--- src/rtl/div_seq_ctrl_pkg.sv ---
// Shared constants for the EX-stage iterative divider sequencer.
//   DIV_DATA_W / DIV_CNT_W : default operand and iteration-counter widths
//   DIV_IDLE..DIV_DONE     : 2-bit sequencer state encodings
//   DIV_RESULT_*           : hi/lo write strobe values
//   STOP / NO_STOP         : stall request values shared with the stall controller
package div_seq_ctrl_pkg;

  localparam int unsigned DIV_DATA_W = 32;
  localparam int unsigned DIV_CNT_W  = 6;

  localparam logic [1:0] DIV_IDLE = 2'd0;
  localparam logic [1:0] DIV_BUSY = 2'd1;
  localparam logic [1:0] DIV_FIX  = 2'd2;
  localparam logic [1:0] DIV_DONE = 2'd3;

  localparam logic DIV_RESULT_READY     = 1'b1;
  localparam logic DIV_RESULT_NOT_READY = 1'b0;

  localparam logic STOP    = 1'b1;
  localparam logic NO_STOP = 1'b0;

endpackage

--- src/rtl/div_step.sv ---
// One combinational restoring shift-subtract step.
//   rem_in  : partial remainder (always < divisor except in the divide-by-zero case)
//   q_in    : shift register holding remaining dividend bits (MSB next) and quotient bits
//   divisor : |b|
//   rem_out : updated partial remainder
//   q_out   : q_in shifted left with the new quotient bit in the LSB
module div_step #(
  parameter int unsigned DATA_W = 32
) (
  input  logic [DATA_W-1:0] rem_in,
  input  logic [DATA_W-1:0] q_in,
  input  logic [DATA_W-1:0] divisor,
  output logic [DATA_W-1:0] rem_out,
  output logic [DATA_W-1:0] q_out
);

  logic [DATA_W:0]   w_shift;
  logic [DATA_W-1:0] w_diff;
  logic              w_ge;

  // Bring the next dividend bit into the remainder; compare at full width.
  assign w_shift = {rem_in, q_in[DATA_W-1]};
  assign w_ge    = (w_shift >= {1'b0, divisor});
  // Low bits of the difference are exact whenever w_ge holds.
  assign w_diff  = w_shift[DATA_W-1:0] - divisor;

  assign rem_out = w_ge ? w_diff : w_shift[DATA_W-1:0];
  assign q_out   = {q_in[DATA_W-2:0], w_ge};

endmodule

--- src/rtl/div_seq_ctrl.sv ---
// Sequencer for the EX-stage iterative divider (div/divu).
// Latches |a|,|b| on start, runs DATA_W restoring steps, sign-corrects, and
// presents remainder on hi_o and quotient on lo_o with a result_valid strobe.
// Ports:
//   clk, rst        : clock; synchronous active-low reset
//   start           : EX holds a div/divu with valid operands
//   signed_div      : 1 = div, 0 = divu (sampled with start)
//   annul           : flush the in-flight op, no result is produced
//   hold            : downstream stall, freezes DONE
//   opdata1/opdata2 : dividend / divisor
//   stallreq        : combinational stall request ((IDLE&start)|BUSY|FIX)
//   busy            : sequencer not idle
//   result_valid    : hi/lo write strobe
//   hi_o / lo_o     : remainder / quotient, held outside DONE
// Build option: define DIV_ZERO_FAST_EN to finish a zero-divisor op in one cycle.
module div_seq_ctrl
  import div_seq_ctrl_pkg::*;
#(
  parameter int unsigned DATA_W = DIV_DATA_W,
  parameter int unsigned CNT_W  = DIV_CNT_W
) (
  input  logic              clk,
  input  logic              rst,
  input  logic              start,
  input  logic              signed_div,
  input  logic              annul,
  input  logic              hold,
  input  logic [DATA_W-1:0] opdata1,
  input  logic [DATA_W-1:0] opdata2,
  output logic              stallreq,
  output logic              busy,
  output logic              result_valid,
  output logic [DATA_W-1:0] hi_o,
  output logic [DATA_W-1:0] lo_o
);

  logic [1:0]        r_state;
  logic [1:0]        w_state_nxt;
  logic [CNT_W-1:0]  r_cnt;
  logic [DATA_W-1:0] r_rem;
  logic [DATA_W-1:0] r_quo;
  logic [DATA_W-1:0] r_div;
  logic              r_neg_q;
  logic              r_neg_r;
  logic              r_busy;
  logic              r_result_valid;

  logic [DATA_W-1:0] w_abs_a;
  logic [DATA_W-1:0] w_abs_b;
  logic [DATA_W-1:0] w_rem_step;
  logic [DATA_W-1:0] w_quo_step;
  logic              w_zero_fast;
  logic              w_accept;

`ifdef DIV_ZERO_FAST_EN
  assign w_zero_fast = (opdata2 == '0);
`else
  assign w_zero_fast = 1'b0;
`endif

  // Magnitudes are taken only for signed ops; 0x80000000 maps to itself as unsigned.
  assign w_abs_a  = (signed_div && opdata1[DATA_W-1]) ? (~opdata1 + DATA_W'(1)) : opdata1;
  assign w_abs_b  = (signed_div && opdata2[DATA_W-1]) ? (~opdata2 + DATA_W'(1)) : opdata2;
  // Annul in the same cycle as start cancels the op before anything is latched.
  assign w_accept = start && !annul;

  div_step #(.DATA_W(DATA_W)) u_div_step (
    .rem_in  (r_rem),
    .q_in    (r_quo),
    .divisor (r_div),
    .rem_out (w_rem_step),
    .q_out   (w_quo_step)
  );

  // Next-state and stall request.
  always_comb begin
    w_state_nxt = r_state;
    stallreq    = NO_STOP;
    case (r_state)
      DIV_IDLE: begin
        if (start) stallreq = STOP;
        if (w_accept) w_state_nxt = w_zero_fast ? DIV_DONE : DIV_BUSY;
      end
      DIV_BUSY: begin
        stallreq = STOP;
        if (annul) w_state_nxt = DIV_IDLE;
        else if (r_cnt == CNT_W'(DATA_W - 1)) w_state_nxt = DIV_FIX;
      end
      DIV_FIX: begin
        stallreq    = STOP;
        w_state_nxt = annul ? DIV_IDLE : DIV_DONE;
      end
      DIV_DONE: begin
        if (annul || !hold) w_state_nxt = DIV_IDLE;
      end
      default: w_state_nxt = DIV_IDLE;
    endcase
  end

  // State register, datapath and registered outputs.
  always_ff @(posedge clk) begin
    if (!rst) begin
      r_state        <= DIV_IDLE;
      r_cnt          <= '0;
      r_rem          <= '0;
      r_quo          <= '0;
      r_div          <= '0;
      r_neg_q        <= 1'b0;
      r_neg_r        <= 1'b0;
      r_busy         <= 1'b0;
      r_result_valid <= DIV_RESULT_NOT_READY;
      hi_o           <= '0;
      lo_o           <= '0;
    end else begin
      r_state        <= w_state_nxt;
      r_busy         <= (w_state_nxt != DIV_IDLE);
      r_result_valid <= (w_state_nxt == DIV_DONE) ? DIV_RESULT_READY : DIV_RESULT_NOT_READY;
      case (r_state)
        DIV_IDLE: begin
          if (w_accept) begin
            r_quo   <= w_abs_a;
            r_div   <= w_abs_b;
            r_rem   <= '0;
            r_cnt   <= '0;
            r_neg_q <= signed_div && (opdata1[DATA_W-1] != opdata2[DATA_W-1]);
            r_neg_r <= signed_div && opdata1[DATA_W-1];
            // Zero divisor shortcut: same bits the full run would produce.
            if (w_zero_fast) begin
              hi_o <= opdata1;
              lo_o <= (signed_div && opdata1[DATA_W-1]) ? DATA_W'(1) : '1;
            end
          end
        end
        DIV_BUSY: begin
          r_rem <= w_rem_step;
          r_quo <= w_quo_step;
          r_cnt <= r_cnt + CNT_W'(1);
        end
        DIV_FIX: begin
          if (!annul) begin
            hi_o <= r_neg_r ? (~r_rem + DATA_W'(1)) : r_rem;
            lo_o <= r_neg_q ? (~r_quo + DATA_W'(1)) : r_quo;
          end
        end
        default: ;
      endcase
    end
  end

  assign busy         = r_busy;
  assign result_valid = r_result_valid;

endmodule

--- config.mk ---
export PLATFORM = sky130hd
export DESIGN_NAME = div_seq_ctrl
export DESIGN_NICKNAME = d
export VERILOG_FILES = /design/src/rtl/div_seq_ctrl_pkg.sv /design/src/rtl/div_step.sv /design/src/rtl/div_seq_ctrl.sv
export SDC_FILE = /design/constraint.sdc
export NUM_CORES = 1
export LEC_CHECK = 0
export ABC_AREA = 0
export BUFFER_PORTS_ARGS = -buffer_cell sky130_fd_sc_hd__clkbuf_2
export CORE_UTILIZATION = 32
export CTS_BUF_LIST = sky130_fd_sc_hd__clkbuf_16
export CTS_CLUSTER_SIZE = 14
export DETAILED_ROUTE_END_ITERATION = 10
export PLACE_DENSITY = 0.46
export SETUP_SLACK_MARGIN = 0.15
export SLEW_MARGIN = 5
export SYNTH_ARGS = -nofsm -noshare
export SYNTH_HDL_FRONTEND = slang
export SYNTH_SLANG_ARGS = --single-unit
--- constraint.sdc ---
create_clock -name clk -period 3.6 [get_ports clk]
set_input_delay 0.72 -clock clk [delete_from_list [all_inputs] [get_ports clk]]
set_output_delay 0.72 -clock clk [all_outputs]
set_load 0.1 [all_outputs]
==> Word-level counts from Yosys, hierarchy flattened <==
Index checks and enable logic that the tools add are counted.
{ "word_totals": {"wordCells": 64, "output_inout_bits": 67, "inputBits": 70, "regBits": 172} }
{ "classes": {"n_mux": 20, "n_eq_ne": 7, "n_addsub": 6, "n_reduce_logical": 14, "order_cmp": 1, "bitwise": 5} }
{ "op_table": {"columns": ["cell", "count"], "rows": [
  ["$mux 32", 7],
  ["$add 32x1->32 const B", 4],
  ["$not 32->32", 4],
  ["$pmux 32 s2", 2],
  ["$ge 33x32->1", 1],
  ["$sub 32x32->32", 1],
  ["$pmux 6 s2", 1],
  ["$mux 2", 5],
  ["$pmux 2 s4", 1],
  ["$add 6x1->6 const B", 1],
  ["$eq 2x2->1 const B", 3],
  ["$eq 6x5->1 const B", 1],
  ["$mux 6", 1],
  ["$reduce_and 2->1", 3],
  ["$logic_and 1x1->1", 4],
  ["$reduce_bool 2->1", 2],
  ["$eq 2x1->1 const B", 1],
  ["$logic_not 1->1", 2],
  ["$logic_not 2->1", 1],
  ["$mux 1", 2],
  ["$ne 2x2->1 const B", 1],
  ["$pmux 1 s2", 1],
  ["$reduce_or 2->1", 1],
  ["$logic_or 1x1->1", 1],
  ["other kinds (2)", 2]
]} }

==> Logic depth before layout (Yosys ltp) <==
Gate-level depths: netlist of run 1.
{ "logic_depth": {"word_depth": 6, "ltp_mapped": 15, "ltp_nobuf": 13} }

==> Cells and area by module <==
Synthesis of run 1 repeated with hierarchy kept, for this count alone.
{ "unflattened": {"cells_unflattened": 1494, "area_unflattened_um2": 11860.1} }
{ "modules_own_cells": {"columns": ["mod", "seq_area_each_um2", "n_inst", "area_each_um2", "cells_per_inst"], "rows": [
  ["div_seq_ctrl", 3443.3, 1, 9288.9, 1139],
  ["div_step", 0.0, 1, 2571.2, 355]
]} }

==> Worst setup path before layout of run 1 <==
Ideal clock, no wire load.
{ "synth_path": {"path_kind": "flip-flop to flip-flop", "startpoint": "register r_quo[31]", "endpoint": "register r_rem[28]", "n_path_buf": 0, "t_required_ps": 3526, "setup_ps": 74, "path_stages_with_launch": 14, "path_slack_ps": 728, "arrival_time_ps": 2797, "synth_period_minus_slack_ps": 2872, "cell_sequence": "dfxtp_1 > inv_1 > ha_1 > inv_1 > fa_1 > a21o_1 > a221oi_1 > o21ai_0 > a31oi_1 > o41ai_1 > a311oi_1 > xnor2_1 > mux2i_1 > o21ai_0"} }
{ "synth_via": {"elab_chain_cells": 3, "elab_cells_between_ends": 4, "classes_between": "add/sub: 1; order compare: 1; mux: 2"} }
{ "synth_lines": {"columns": ["item", "line", "text"], "rows": [
  ["start, declared", "div_seq_ctrl.sv:41", "logic [DATA_W-1:0] r_quo;"],
  ["start signal, assigned", "div_seq_ctrl.sv:121", "r_quo <= w_abs_a;"],
  ["start signal, assigned", "div_seq_ctrl.sv:136", "r_quo <= w_quo_step;"],
  ["$sub 32x32->32 or $ge 33x32->1 (tied branches)", "div_step.sv:25, div_step.sv:23", null],
  ["$mux 32 *", "div_step.sv:27", "assign rem_out = w_ge ? w_diff : w_shift[DATA_W-1:0];"],
  ["$pmux 32 s2 *", "div_seq_ctrl.sv:118", "case (r_state)"],
  ["end signal, assigned", "div_seq_ctrl.sv:135", "r_rem <= w_rem_step;"],
  ["end, declared", "div_seq_ctrl.sv:40", "logic [DATA_W-1:0] r_rem;"]
]} }
Mark *: on every way between the ends. The rest lies on a longest branch, timed or not.
A chain may end at the register's enable or synchronous reset.

==> Worst setup path in the final report of run 1 <==
{ "layout_path": {"startpoint": "register r_rem[20]", "endpoint": "register r_rem[25]"} }
{ "layout_via": {"elab_chain_cells": 3, "elab_cells_between_ends": 4, "classes_between": "add/sub: 1; order compare: 1; mux: 2"} }
{ "layout_lines": {"columns": ["item", "line"], "rows": [
  ["$sub 32x32->32 or $ge 33x32->1 (tied branches)", "div_step.sv:25, div_step.sv:23"],
  ["$mux 32 *", "div_step.sv:27"],
  ["$pmux 32 s2 *", "div_seq_ctrl.sv:118"]
]} }
Marks and branches as above.

==> results of run 1 <==
## synth_stat cells, drive strengths merged (7+ instances only)
cell type / number
nor4: 11
and3: 8
dfxtp: 172
xor2: 92
clkbuf: 71
nand4: 7
a32oi: 13
or3: 14
and2: 10
or4: 11
xnor2: 53
nor3: 23
o31ai: 22
a31oi: 17
o41ai: 16
a21o: 8
a211oi: 63
nand2b: 10
nand3: 37
nor2: 154
buf: 11
o21ai: 124
ha: 41
a21oi: 117
a311oi: 7
inv: 49
nand2: 166
mux2i: 13
nor2b: 9
## stage by stage
stage | setup WS (ns) | utilization (%) | hold slack (ns)
after floorplan | 0.728 | - | 0.432
after global placement | 0.435 | 36.3 | 0.450
after detailed placement | 0.367 | 36.3 | 0.458
after CTS | 0.368 | 38.1 | 0.468
after global routing | 0.171 | 38.1 | 0.500
final | 0.423 | 38.1 | 0.470
## logic make-up after synthesis
family                     count (synthesis)  synth area share [%]
xor gates and xnor gates                 145                  11.9
buffers and inverters                    133                  4.76
DFF                                      172                  32.2
AOI/OAI and AO/OA                        419                  24.5
adders and majority gates                 42                  4.99
and+or+nand+nor                          478                  20.5
muxes                                     13                  1.22
## per-layer routing
metal | global-route usage, % | up-vias | routed length, um
li1 | - | 5207 | -
met1 | 31.9 | 4727 | 18400
met2 | 28.0 | 254 | 13500
met3 | 2.79 | 30 | 1490
met4 | 5.39 | 0 | 493
met5 | 0 | - | 0
## flip-flops by register name (all words and copies together), names as in the netlist, 2 cells and up
| register | count |
|---|---|
| r_div | 32 |
| lo_o | 32 |
| r_state | 2 |
| hi_o | 32 |
| r_quo | 32 |
| r_cnt | 6 |
| r_rem | 32 |
## worst max-delay path, stage by stage, from the launching register on
cell,delay [ns]
dfxtp_1,0.44
ha_1,0.34
a21oi_1,0.49
or3b_2,0.49
o22ai_1,0.28
nand4_1,0.19
o21ai_4,0.18
buf_4,0.32
mux2i_1,0.23
o21ai_0,0.08
## cells in the final DEF, fill, tap and decap left out, types with 41 or more instances in the layout
| master | synthesis | final |
|---|---|---|
| dfxtp_1 | 172 | 172 |
| xor2_1 | 92 | 92 |
| xnor2_1 | 53 | 53 |
| nand2_1 | 166 | 166 |
| clkbuf_2 | 0 | 136 |
| inv_1 | 49 | 49 |
| o21ai_0 | 120 | 119 |
| ha_1 | 41 | 41 |
| a211oi_1 | 63 | 63 |
| nor2_1 | 154 | 153 |
| a21oi_1 | 117 | 117 |
## area by class of cell
| class | instances | area (um2) | share of cell area [%] |
|---|---|---|---|
| clock buffers | 17 | 425 | 3.42 |
| clock inverters | 15 | 148 | 1.19 |
| inverters | 51 | 193 | 1.55 |
| multi-input cells | 1097 | 6760 | 54.3 |
| flip-flops and latches | 172 | 3440 | 27.7 |
| well taps | 442 | 553 | 4.44 |
| repair buffers | 167 | 926 | 7.44 |
## power breakdown
part	switching (W)	total [W]	internal, W	leakage (nW)
clock	0.000920	0.00184	0.000924	0.284
combinational	0.000572	0.000905	0.000333	3.20
sequential	0.0000638	0.00202	0.00196	1.39
total	0.00156	0.00477	0.00321	4.88
## worst max-delay path by stage
stage	start	to
after floorplan	r_quo[31]$_SDFFE_PN0P_	r_rem[28]$_SDFFE_PN0P_
after global placement	r_quo[31]$_SDFFE_PN0P_	r_rem[30]$_SDFFE_PN0P_
after detailed placement	r_quo[31]$_SDFFE_PN0P_	r_rem[30]$_SDFFE_PN0P_
after CTS	r_quo[31]$_SDFFE_PN0P_	r_rem[30]$_SDFFE_PN0P_
after global routing	r_quo[31]$_SDFFE_PN0P_	r_rem[30]$_SDFFE_PN0P_
final	r_rem[20]$_SDFFE_PN0P_	r_rem[25]$_SDFFE_PN0P_
## repair_timing
item	CTS	global route
setup endpoints to repair	0	1
resized for setup	0	1
hold buffers	0	0
==> run metrics, run 1 <==
Iter 0 DRT Violations 820; status finished clean; Setup Skew around 0.018 ns; Die Area approximately 34000 um2; Ant. Diodes 0; FFs w/ async S/R, synth 0%; total number of vias 10200; Hold Startpoint r_div[0]$_SDFFE_PN0P_; top-area cell type share of the netlist area 32.2%; unrepaired setup endpoints after global routing false; # DRC 0; Yosys cell types between 60 and 70; #FFs+latches synth between 150 and 200; Rows 66; CP Max Fanout 21; hold path cells 2; H-tree levels 4; leakage around 5 nW; Max IR drop VDD 329 uV; P&R area growth vs syn 16.5%; clk_lat worst skew 0.45 ns; Most used DFF post-synth dfxtp_1; Mapped Cells ~1400; mapped cell area between 10000 and 15000 um2; Clk pin slew, worst setup/hold paths roughly 0.070 ns; hold worst-path end r_div[0]$_SDFFE_PN0P_; Arr. time, crit path between 3 and 4 ns; Fin Setup TNS 0 ns; gr ovfl total 0; core footprint ~33000 um2; first-pass GRT wire length 53.6 mm; power per cell area 383 nW/um2; TritonCTS buffer count 17; worst min path class register to register; Final setup violation count 0; Placed Cells 1929; number of synthesized flops with an enable pin 0; Startpoint Class register; I/O pins 137; gpl congestion around 0.9; chip width roughly 180 um; Die Ht 185 um; max-slew violations 0; Critical R2R Launch r_rem[20]$_SDFFE_PN0P_; largest net degree at the start of global routing 71; total track usage 20.3%; vias in the first global route 9305; ranking of synthesized cells by area dfxtp_1, xor2_1, nand2_1; NumNets Final around 1600; port bufs ~140; Filler Cells Inserted between 3000 and 4000; Initial DRT Pass Iterations 5; Max Clk Rate ~0.31 GHz; Reg2Reg Depth 9; measured slew at the worst slew-check pin about 0.87 ns; Post-Layout Cell Count 1961; DP Area approximately 12000 um2; required time of the critical path between 3 and 4 ns; Final Cycle Share 88.3%; WL final 33.8 mm; WS Path Type register to register; Yosys top cell by area dfxtp_1; Final ANT Viol Nets 0; Initial Util between 30% and 40%; CP endpoint kind register; post-route cell area roughly 12000 um2; DR WL/cell approximately 17 um; CTS Sinks roughly 170; share of layout cells above drive strength 1 approximately 14%; CTS root buffer clkbuf_16; Post-DP HPWL 26.1 mm; Hold Fails Final Rpt 0; sequential-to-total area share from yosys stat 32.2%; max_slew headroom ~42%; Synth warnings 0; Avg Cell Area, Syn roughly 7.6 um2; RR Endpoint r_rem[25]$_SDFFE_PN0P_; Post-CTS Setup Bufs 0; Final Critical Period 3.18 ns; synthesized netlist net count about 1500; post-DR vias/cell 5.21; Max Cap Viol 0; TritonCTS clock tree done; Power Total between 0.004 and 0.005 W; flop2flop setup slack ~0.42 ns; initial antenna violation count 0; CTS Buffer Depth 2
No activity file was read; power rests on OpenSTA's default activity.
==> run 2: changes to the inputs <==
--- a/config.mk
+++ b/config.mk
@@ -11,7 +11,6 @@
 export CTS_BUF_LIST = sky130_fd_sc_hd__clkbuf_16
 export CTS_CLUSTER_SIZE = 14
 export DETAILED_ROUTE_END_ITERATION = 10
-export PLACE_DENSITY = 0.46
 export SETUP_SLACK_MARGIN = 0.15
 export SLEW_MARGIN = 5
 export SYNTH_ARGS = -nofsm -noshare
==> constraint.sdc (replaced) <==
create_clock -name clk -period 4 [get_ports clk]
set_input_delay 0.4 -clock clk [delete_from_list [all_inputs] [get_ports clk]]
set_output_delay 0.4 -clock clk [all_outputs]
set_load 0.1 [all_outputs]
==> run 2 against run 1 <==
Worst setup slack better by 0.29 ns; clock power is 9% lower; fmax is 3.3% lower; cell area is 0.68% lower; first-iteration DRC count is 7.9% higher; sequential share of layout area is 0.19 points higher; power is 10% lower; combinational power is 14% lower; largest cell class unchanged.
==> run metrics, run 2 (synthesis results as in run 1) <==
status finished clean; most frequent cells in the layout dfxtp_1, nand2_1, nor2_1; first-pass GRT wire length 50.8 mm (-5.1%); Initial DRT Pass Iterations 5 (unchanged); Crit path largest cell delay 0.51 ns (+0.02 ns); clk_lat worst skew 0.44 ns (about the same); TritonCTS buffer count 17 (unchanged); core footprint 32700 um2 (unchanged); Final setup violation count 0 (unchanged); CP delay by family, top simple AND/OR/NAND/NOR gates; # DRC 0 (unchanged); gpl congestion 0.944 (+6.7%); max_slew headroom 28.3% (-14 points); CP cell instances ha_1 > a21oi_1 > buf_4 > or3b_2 > o22ai_1 > nand4_1 > o21ai_4 > buf_4 > nand2b_1 > o21ai_0; flop2flop setup slack 0.71 ns (+0.29 ns); Critical R2R Launch r_rem[20]$_SDFFE_PN0P_; Setup Skew 0.0126 ns (-0.00559 ns); DR WL/cell 16.5 um (-4.2%); Startpoint Class register; unrepaired setup endpoints after global routing false; Hold Fails Final Rpt 0 (unchanged); NumNets Final 1606 (-0.74%); required time of the critical path 4.30 ns (+0.39 ns); I/O pins 137 (unchanged); Worst Path Buf+Inv 2 (+1); RR Endpoint r_rem[15]$_SDFFE_PN0P_; WL final 32.3 mm (-4.7%); WS Path Type register to register; total number of vias 10000 (-1.7%); largest net degree at the start of global routing 90 (+27%); post-DR vias/cell 5.15 (-1.2%); post-cts resize count 0 (unchanged); Fin Setup TNS 0 ns (unchanged); leakage 4.82 nW (-1.2%); chip width 185 um (unchanged); Max Cap Viol 0 (unchanged); Final Critical Period 3.29 ns (+0.109 ns); CTS Buffer Depth 2 (unchanged); TritonCTS clock tree done; Max Clk Rate 0.304 GHz (-3.3%); measured slew at the worst slew-check pin 1.07 ns (+0.206 ns); Finished Core Util 37.8% (-0.26 points); port bufs 136 (unchanged); Power Total 0.00428 W (-10%); Max IR drop VDD 299 uV (-9.3%); Arr. time, crit path 3.59 ns (+0.10 ns); Filler Cells Inserted 3453 (-1.3%); Rows 66 (unchanged); CTS root buffer clkbuf_16; vias in the first global route 9167 (-1.5%); CP endpoint kind register; Iter 0 DRT Violations 885 (+7.9%); H-tree levels 4 (unchanged); Post-DP HPWL 24.6 mm (-5.8%); gr ovfl total 0 (unchanged); power per cell area 346 nW/um2 (-9.7%); Crit path top cell by count buf_4; Final ANT Viol Nets 0 (unchanged); Initial Util 32.7% (unchanged); commonest non-fill, non-tap cell in the layout dfxtp_1; initial antenna violation count 4 (+4); hold-fix buffer count after cts 0 (unchanged); Final Cycle Share 82.1% (-6.1 points); Post-CTS Setup Bufs 0 (unchanged); share of layout cells above drive strength 1 13.6% (-0.74 points); CTS Sinks 172 (unchanged); worst min path class input port to register; total track usage 19.0% (-1.2 points); Die Ht 185 um (unchanged); Hold Startpoint opdata2[0]; slowest stage cell on the critical path dfxtp_1; Die Area 34100 um2 (unchanged); Clk pin slew, worst setup/hold paths 0.07 ns (about the same); hold worst-path end r_div[0]$_SDFFE_PN0P_; CP Max Fanout 27 (+29%); hold path cells 3 (+1); P&R area growth vs syn 15.7%; max-slew violations 0 (unchanged); Reg2Reg Depth 10 (+1)
[run 2: final cells by class]
| type | instances | area, um2 | area share (%) |
|---|---|---|---|
| multi-input cells | 1097 | 6760 | 54.7 |
| flip-flops and latches | 172 | 3440 | 27.8 |
| repair buffers | 155 | 836 | 6.76 |
| well taps | 442 | 553 | 4.47 |
| clock buffers | 17 | 425 | 3.44 |
| inverters | 51 | 193 | 1.56 |
| clock inverters | 14 | 145 | 1.17 |
| diodes | 3 | 7.51 | 0.0607 |
[run 2: per-layer routing]
metal	up-vias	routed length, um	GRT usage [%]
met5	-	12	0
met4	2	501	5.49
met3	25	2080	4.05
met2	292	13000	26.8
met1	4548	16700	28.6
li1	5176	-	-
[run 2: metrics by stage]
| stage | cell area (um2) | instances | hold slack [ns] | worst slack [ns] |
|---|---|---|---|---|
| floorplan | 10700 | 1402 | 0.432 | 1.13 |
| global placement | 11800 | 1917 | 0.447 | 0.821 |
| detailed placement | 11800 | 1917 | 0.460 | 0.743 |
| CTS | 12400 | 1948 | 0.235 | 0.716 |
| global route | 12400 | 1951 | 0.245 | 0.403 |
| finish | 12400 | 1951 | 0.250 | 0.714 |
[run 2: worst min-delay path: cells and delay by family]
kind                   cells  cell delay (ns)
AOI/OAI and AO/OA          1             0.05
buffers and inverters      1             0.12
and+or+nand+nor            1             0.07
[run 2: how the worst max path moves through the flow]
| stage | to | cells after the start | startpoint |
|---|---|---|---|
| 2_1_floorplan | r_rem[28]$_SDFFE_PN0P_ | 13 | r_quo[31]$_SDFFE_PN0P_ |
| 3_3_place_gp | r_rem[30]$_SDFFE_PN0P_ | 13 | r_quo[31]$_SDFFE_PN0P_ |
| 3_5_place_dp | r_rem[14]$_SDFFE_PN0P_ | 10 | r_rem[20]$_SDFFE_PN0P_ |
| 4_1_cts | r_rem[14]$_SDFFE_PN0P_ | 10 | r_rem[20]$_SDFFE_PN0P_ |
| 5_1_grt | r_rem[30]$_SDFFE_PN0P_ | 13 | r_quo[31]$_SDFFE_PN0P_ |
| 6_report | r_rem[15]$_SDFFE_PN0P_ | 10 | r_rem[20]$_SDFFE_PN0P_ |
[run 2: where the power goes]
group	switching, W	internal [W]
registers	0.0000584	0.00176
clock network	0.000759	0.000921
logic	0.000482	0.000293
